$ cat src/rtl/uart_pkg.sv
`default_nettype none
// ============================================================================
// Module      : uart_pkg
// Description : Shared types and constants for the UART receiver and the
//               baud-tick generator: FSM state encoding, 16x oversampling
//               constants and the 3-sample majority helper.
// Revision    : 1.0  initial release
// ============================================================================
package uart_pkg;

    // Receiver frame states
    typedef enum logic [2:0] {
        IDLE  = 3'd0,
        START = 3'd1,
        DATA  = 3'd2,
        STOP  = 3'd3,
        BREAK = 3'd4
    } rx_state_e;

    // Oversampling: 16 ticks per bit, bit value voted from ticks 7, 8 and 9
    localparam int unsigned OVS    = 16;
    localparam int unsigned SCNT_W = 4;
    localparam logic [SCNT_W-1:0] SMP_LO  = 4'd7;
    localparam logic [SCNT_W-1:0] SMP_MID = 4'd8;
    localparam logic [SCNT_W-1:0] SMP_HI  = 4'd9;
    localparam logic [SCNT_W-1:0] S_LAST  = 4'd15;

    // 2-of-3 majority vote
    function automatic logic maj3(input logic a, input logic b, input logic c);
        return (a & b) | (a & c) | (b & c);
    endfunction

endpackage : uart_pkg
`default_nettype wire

$ cat src/rtl/uart_baud_tick.sv
`default_nettype none
// ============================================================================
// Module      : uart_baud_tick
// Description : Oversample tick generator. A down-counter reloads from
//               div_i when it reaches zero; tick_o is high for the single
//               cycle the counter sits at zero, giving one tick every
//               div_i+1 clock cycles (div_i=0 -> tick every cycle).
// Ports       : clk6x   in  clock
//               resetn  in  asynchronous active-low reset
//               div_i   in  DIVW  cycles per tick minus 1
//               tick_o  out 1     one-cycle tick pulse
// Revision    : 1.0  initial release
// ============================================================================
module uart_baud_tick #(
    parameter int DIVW = 16
) (
    input  logic            clk6x,
    input  logic            resetn,
    input  logic [DIVW-1:0] div_i,
    output logic            tick_o
);

    logic [DIVW-1:0] cnt_q;

    always_ff @(posedge clk6x or negedge resetn) begin
        if (!resetn) begin
            cnt_q <= '0;
        end else if (cnt_q == '0) begin
            cnt_q <= div_i;
        end else begin
            cnt_q <= cnt_q - DIVW'(1);
        end
    end

    assign tick_o = (cnt_q == '0);

endmodule : uart_baud_tick
`default_nettype wire

$ cat src/rtl/uart_rx.sv
`default_nettype none
// ============================================================================
// Module      : uart_rx
// Description : 8N1 UART receiver with 16x oversampling feeding a byte FIFO
//               write port. Each good byte is presented on wport_o with a
//               one-cycle wenq_o strobe; a byte arriving while the FIFO is
//               full is dropped and flags an overrun.
// Ports       : clk6x       in  system clock
//               resetn      in  asynchronous active-low reset
//               rx_i        in  serial line, idle high, asynchronous
//               baud_div_i  in  clk6x cycles per oversample tick minus 1
//               wport_o     out received byte (holds last enqueued byte)
//               wenq_o      out one-cycle enqueue strobe
//               full_i      in  FIFO full flag
//               busy_o      out frame in progress
//               ferr_o      out sticky framing error
//               ovr_o       out sticky overrun
//               clr_err_i   in  one-cycle pulse clearing ferr_o / ovr_o
// Revision    : 1.0  initial release
// ============================================================================
module uart_rx
    import uart_pkg::*;
#(
    parameter int DIVW     = 16,
    parameter int BITWIDTH = 8
) (
    input  logic                clk6x,
    input  logic                resetn,
    input  logic                rx_i,
    input  logic [DIVW-1:0]     baud_div_i,
    output logic [BITWIDTH-1:0] wport_o,
    output logic                wenq_o,
    input  logic                full_i,
    output logic                busy_o,
    output logic                ferr_o,
    output logic                ovr_o,
    input  logic                clr_err_i
);

    localparam int unsigned IDXW = (BITWIDTH > 1) ? $clog2(BITWIDTH) : 1;
    localparam logic [IDXW-1:0] LAST_IDX = IDXW'(BITWIDTH - 1);

    // ------------------------------------------------------------------------
    // Synchroniser (resets to the idle-high line level)
    // ------------------------------------------------------------------------
    logic rx_meta_q;
    logic rx_s_q;

    always_ff @(posedge clk6x or negedge resetn) begin
        if (!resetn) begin
            rx_meta_q <= 1'b1;
            rx_s_q    <= 1'b1;
        end else begin
            rx_meta_q <= rx_i;
            rx_s_q    <= rx_meta_q;
        end
    end

    // ------------------------------------------------------------------------
    // Oversample tick
    // ------------------------------------------------------------------------
    logic w_tick;

    uart_baud_tick #(
        .DIVW (DIVW)
    ) u_tick (
        .clk6x  (clk6x),
        .resetn (resetn),
        .div_i  (baud_div_i),
        .tick_o (w_tick)
    );

    // ------------------------------------------------------------------------
    // Frame state
    // ------------------------------------------------------------------------
    rx_state_e           state_q,   state_d;
    logic [SCNT_W-1:0]   s_cnt_q,   s_cnt_d;
    logic [IDXW-1:0]     bit_idx_q, bit_idx_d;
    logic [BITWIDTH-1:0] shreg_q,   shreg_d;
    logic                smp_lo_q,  smp_lo_d;
    logic                smp_mid_q, smp_mid_d;
    logic                pend_q,    pend_d;    // byte ready, present next cycle
    logic [BITWIDTH-1:0] wport_q,   wport_d;
    logic                ferr_q,    ferr_d;
    logic                ovr_q,     ovr_d;

    logic w_maj;
    logic w_ferr_set;
    logic w_wenq;
    logic w_ovr_set;

    // The third vote is the live sample at s_cnt=9, the decision tick.
    assign w_maj = maj3(smp_lo_q, smp_mid_q, rx_s_q);

    always_ff @(posedge clk6x or negedge resetn) begin
        if (!resetn) begin
            state_q   <= IDLE;
            s_cnt_q   <= '0;
            bit_idx_q <= '0;
            shreg_q   <= '0;
            smp_lo_q  <= 1'b1;
            smp_mid_q <= 1'b1;
            pend_q    <= 1'b0;
            wport_q   <= '0;
            ferr_q    <= 1'b0;
            ovr_q     <= 1'b0;
        end else begin
            state_q   <= state_d;
            s_cnt_q   <= s_cnt_d;
            bit_idx_q <= bit_idx_d;
            shreg_q   <= shreg_d;
            smp_lo_q  <= smp_lo_d;
            smp_mid_q <= smp_mid_d;
            pend_q    <= pend_d;
            wport_q   <= wport_d;
            ferr_q    <= ferr_d;
            ovr_q     <= ovr_d;
        end
    end

    always_comb begin
        state_d    = state_q;
        s_cnt_d    = s_cnt_q;
        bit_idx_d  = bit_idx_q;
        shreg_d    = shreg_q;
        smp_lo_d   = smp_lo_q;
        smp_mid_d  = smp_mid_q;
        pend_d     = 1'b0;
        w_ferr_set = 1'b0;

        if (w_tick) begin
            if (state_q != IDLE) begin
                s_cnt_d = s_cnt_q + SCNT_W'(1);
                if (s_cnt_q == SMP_LO) begin
                    smp_lo_d = rx_s_q;
                end
                if (s_cnt_q == SMP_MID) begin
                    smp_mid_d = rx_s_q;
                end
            end

            case (state_q)
                IDLE: begin
                    if (!rx_s_q) begin
                        state_d = START;
                        s_cnt_d = '0;
                    end
                end
                START: begin
                    if ((s_cnt_q == SMP_HI) && w_maj) begin
                        state_d = IDLE;           // start bit was a glitch
                    end else if (s_cnt_q == S_LAST) begin
                        state_d   = DATA;
                        bit_idx_d = '0;
                    end
                end
                DATA: begin
                    if (s_cnt_q == SMP_HI) begin
                        // LSB first: new bit enters at the top and shifts down
                        shreg_d = {w_maj, shreg_q} >> 1;
                    end
                    if (s_cnt_q == S_LAST) begin
                        if (bit_idx_q == LAST_IDX) begin
                            state_d = STOP;
                        end else begin
                            bit_idx_d = bit_idx_q + IDXW'(1);
                        end
                    end
                end
                STOP: begin
                    // Leave at mid stop bit so a following start edge is caught
                    if (s_cnt_q == SMP_HI) begin
                        if (w_maj) begin
                            state_d = IDLE;
                            pend_d  = 1'b1;
                        end else begin
                            state_d    = BREAK;
                            w_ferr_set = 1'b1;
                        end
                    end
                end
                BREAK: begin
                    if (rx_s_q) begin
                        state_d = IDLE;
                    end
                end
                default: begin
                    state_d = IDLE;
                end
            endcase
        end
    end

    // full_i is looked at only in the presentation cycle, and gates the
    // strobe combinationally so wenq_o can never coincide with full_i=1.
    assign w_wenq    = pend_q & ~full_i;
    assign w_ovr_set = pend_q &  full_i;

    always_comb begin
        wport_d = w_wenq ? shreg_q : wport_q;
        // A set event outranks a simultaneous clear
        ferr_d  = w_ferr_set | (ferr_q & ~clr_err_i);
        ovr_d   = w_ovr_set  | (ovr_q  & ~clr_err_i);
    end

    // The byte is visible in the strobe cycle itself; otherwise the last
    // enqueued byte is held, so a dropped byte never disturbs wport_o.
    assign wport_o = w_wenq ? shreg_q : wport_q;
    assign wenq_o  = w_wenq;
    assign busy_o  = (state_q != IDLE);
    assign ferr_o  = ferr_q;
    assign ovr_o   = ovr_q;

endmodule : uart_rx
`default_nettype wire

$ cat config.mk
export PLATFORM = sky130hd
export DESIGN_NAME = uart_rx
export DESIGN_NICKNAME = d
export VERILOG_FILES = /design/src/rtl/uart_pkg.sv /design/src/rtl/uart_baud_tick.sv /design/src/rtl/uart_rx.sv
export SDC_FILE = /design/constraint.sdc
export NUM_CORES = 1
export LEC_CHECK = 0
export ABC_AREA = 1
export CORE_MARGIN = 4
export CORE_UTILIZATION = 50
export CTS_CLUSTER_SIZE = 12
export DETAILED_ROUTE_END_ITERATION = 7
export PLACE_DENSITY_LB_ADDON = 0.3
export SLEW_MARGIN = 15
export SYNTH_ARGS = -nofsm -noshare
export SYNTH_HDL_FRONTEND = slang
export SYNTH_SLANG_ARGS = --single-unit
export TNS_END_PERCENT = 1
$ cat constraint.sdc
create_clock -name clk6x -period 1.4 [get_ports clk6x]
set_input_delay 0.21 -clock clk6x [delete_from_list [all_inputs] [get_ports clk6x]]
set_output_delay 0.21 -clock clk6x [all_outputs]
set_load 0.05 [all_outputs]
==> summary.md <==
| Metric | Value |
|---|---|
| Outcome | finished, violations left |
| Failing checks | negative setup slack |
| Hold Startpoint | rx_i |
| Core Box Area | 0.00488 mm² |
| Pwr/cell area | 778 mW/mm² |
| Initial antenna violation count | 0 |
| Row cnt | 25 |
| WP data required | 1.19 ns |
| Final Total Pwr | 0.00293 W |
| Crit end category | output pin |
| Main flop type after synthesis | dfrtp_1 |
| Peak VDD IR | 566 µV |
| Clock latency on the worst-skew pair | 0.31 ns |
| Count of different cell masters after synthesis | 27 |
| Iteration-0 DRC Markers | 94 |
| Final HPWL DP | 4.40 mm |
| Startpoint types | flop |
| Worst setup margin | -0.244 ns |
| Worst-case reg-to-reg path depth | 10 |
| First-pass GRT wire length | 10.8 mm |
| Reg2reg start | u_tick.cnt_q[0]$_DFF_PN0_ |
| Largest net degree at the start of global routing | 50 |
| # IOs | 33 |
| Sw Share | 0.248 |
| Final Hold Fails | 0 |
| H-tree depth | 2 |
| Finished Layout Cells | 457 |
| Clock power share | 0.349 |
| Diodes inserted | 0 |
| Drt first pass iters | 4 |
| Initial Util | 0.532 |
| Max-slew violations | 0 |
| Post-DP Area | 0.00342 mm² |
| Vias per std cell | 5.14 |
| Nets | 417 |
| CTS Buffer Depth | 2 |
| Synthesized area per cell | 8.11 µm² |
| Flop2flop setup slack | -0.12 ns |
| Number of synthesis warnings | 0 |
| F_max | 608 MHz |
| Multi-input combinational cell area | 0.00140 mm² |
| Post-synthesis register bit count | 49 |
| Routed wire length | 6.45 mm |
| Chip Width | 80.0 µm |
| PortBufs | 32 |
| Pint | 0.00220 W |
| Critical Path Source | pend_q$_DFF_PN0_ |
| Layout cell share with drive strength beyond 1 | 0.323 |
| Reg area | 0.00123 mm² |
| RSZ-0062 raised after global routing | true |
| WP data arrival | 1.43 ns |
| Most frequent cells in the layout | 76 x nand2_1, 42 x dfrtp_1, 33 x inv_1, 27 x buf_4, 24 x nor2_1 |
| Worst rel slew slack | 0.813 |
| Logic gate share of total power | 0.127 |
| Die height | 80.0 µm |
| Crit path kind | flop to output pin |
| DR DRC count | 0 |
| EDFF count, synth | 0 |
| Final Skew | 0.0114 ns |
| Hold worst-path end | rx_meta_q$_DFF_PN1_ |
| CTS tree | built |
| WL/cell | 14.1 µm |
| Clk sink count | 49 |
| Worst Hold Class | input port to flop |
| CTS root buffer | clkbuf_8 |
| WHS Path Cells | 1 |
| Mapped Cells | 320 |
| Vias in the first global route | 2,359 |
| Flop pwr share | 0.523 |
| Final-report setup violation count | 35 |
| Area delta synth->final | 45.0% |
| Post-layout minimum cycle time | 1.64 ns |
| Async SR Flop Fraction | 1.00 |
| Syn nets | 348 |
| Worst-Margin Slew | 0.279 ns |
| All-Layer GR Usage | 0.216 |
| Cells after DPL | 446 |
| # fillers | 335 |
| Worst r2r dst | u_tick.cnt_q[5]$_DFF_PN0_ |
| Setup WS pre-CTS | -0.172 ns |
| Total global routing overflow | 0 |
| LEAKAGE | 1.62 nW |
| CTS clk-pin slew, worst paths | 0.09 ns |
| Synthesized area | 0.00259 mm² |
| Gpl congestion | 0.860 |
| Max Cap Viol | 0 |
| Net switching power | 0.000727 W |
| Commonest non-fill, non-tap cell in the layout | nand2_1 |
| Final Cycle Share | 1.17 |
| Vias | 2,349 |
| Max Fanout on Critical Path | 7 |
| Sequential fraction of the synthesis area | 0.474 |
| Cell area after layout | 0.00376 mm² |
| Num CTS Buffers | 5 |
| Core Util, Final | 0.771 |
| Die area | 0.00641 mm² |
| Post-DRT Antenna Nets | 0 |
[synth_stat cells, types with 4 or more instances]
| cell type | number | area [µm²] |
|---|---|---|
| dfrtp_1 | 45 | 1130 |
| dfstp_2 | 4 | 105 |
| ha_1 | 7 | 87.6 |
| inv_1 | 39 | 146 |
| nand2_1 | 83 | 312 |
| nand2_2 | 6 | 37.5 |
| nand3_1 | 28 | 140 |
| nand4_1 | 6 | 37.5 |
| nor2_1 | 37 | 139 |
| nor2_4 | 4 | 45.0 |
| o21ai_0 | 23 | 115 |
| o21ai_2 | 7 | 61.3 |
| xnor2_1 | 4 | 35.0 |
| xor2_1 | 4 | 35.0 |
[power groups by stage]
| stage | clock [W] | sequential, W | combinational [W] |
|---|---|---|---|
| after CTS | 0.00105 | 0.00153 | 0.000366 |
| final | 0.00102 | 0.00153 | 0.000373 |
| after floorplan | 0 | 0.00155 | 0.000156 |
| after global routing | 0.00112 | 0.00154 | 0.000398 |
| after detailed placement | 0 | 0.00156 | 0.000357 |
| after global placement | 0 | 0.00156 | 0.000346 |
[kinds of logic after synthesis]
group                      share of synthesized area
and+or+nand+nor                                0.295
DFF                                            0.474
adders and majority gates                     0.0337
AOI/OAI and AO/OA                             0.0926
buffers and inverters                         0.0771
xor gates and xnor gates                      0.0270
[layer usage]
layer,GRT usage,vias up,wire [µm]
met5,0,-,0
met4,0.0861,0,183
met3,0.0429,17,241
met2,0.373,51,3360
met1,0.262,1123,2660
li1,-,1158,-
[flip-flops by register name, summed over array words and instances (netlist names)]
| name | count |
|---|---|
| state_q | 3 |
| rx_meta_q | 1 |
| s_cnt_q | 4 |
| shreg_q | 8 |
| rx_s_q | 1 |
| ovr_o | 1 |
| smp_mid_q | 1 |
| u_tick.cnt_q | 16 |
| ferr_o | 1 |
| bit_idx_q | 3 |
| pend_q | 1 |
| smp_lo_q | 1 |
| wport_q | 8 |
[through the flow]
step	hold WS [ns]	TNS, ns
6_report	0.309	-3.27
5_1_grt	0.305	-7.54
4_1_cts	0.299	-2.34
3_5_place_dp	0.216	-5.53
3_3_place_gp	0.215	-3.22
2_1_floorplan	-0.0856	-2.08
[worst max-delay path by stage]
stage / slack, ns / cells after the start / end
6_report: -0.24 / 6 / wport_o[5]
3_5_place_dp: -0.17 / 7 / wport_o[5]
5_1_grt: -0.33 / 6 / wport_o[4]
4_1_cts: -0.23 / 6 / wport_o[5]
3_3_place_gp: -0.15 / 7 / wport_o[6]
2_1_floorplan: -0.17 / 5 / wport_o[1]
[final cells by class]
| type | count | share of cell area |
|---|---|---|
| inverters | 40 | 0.0439 |
| clock inverters | 2 | 0.0103 |
| clock buffers | 6 | 0.0193 |
| multi-input cells | 226 | 0.372 |
| well taps | 67 | 0.0223 |
| repair buffers | 67 | 0.204 |
| flip-flops and latches | 49 | 0.328 |
[worst max-delay path, cell delays in order, from the launching register on]
cell     delay (ns)
dfrtp_1        0.40
inv_2          0.06
nor2_4         0.12
inv_4          0.07
buf_16         0.15
o21ai_4        0.16
buf_12         0.16
[what timing repair did]
| item | 4_1_cts | 5_1_grt |
|---|---|---|
| endpoints found under the hold margin | 45 | 0 |
| hold buffers | 1 | 0 |
| gates resized for setup | 30 | 26 |
| endpoints found under the setup margin | 47 | 48 |
| setup buffers | 1 | 0 |
| pin swaps | 11 | 3 |
| gates cloned | 1 | 0 |
Power figures use the tool's default switching activity.
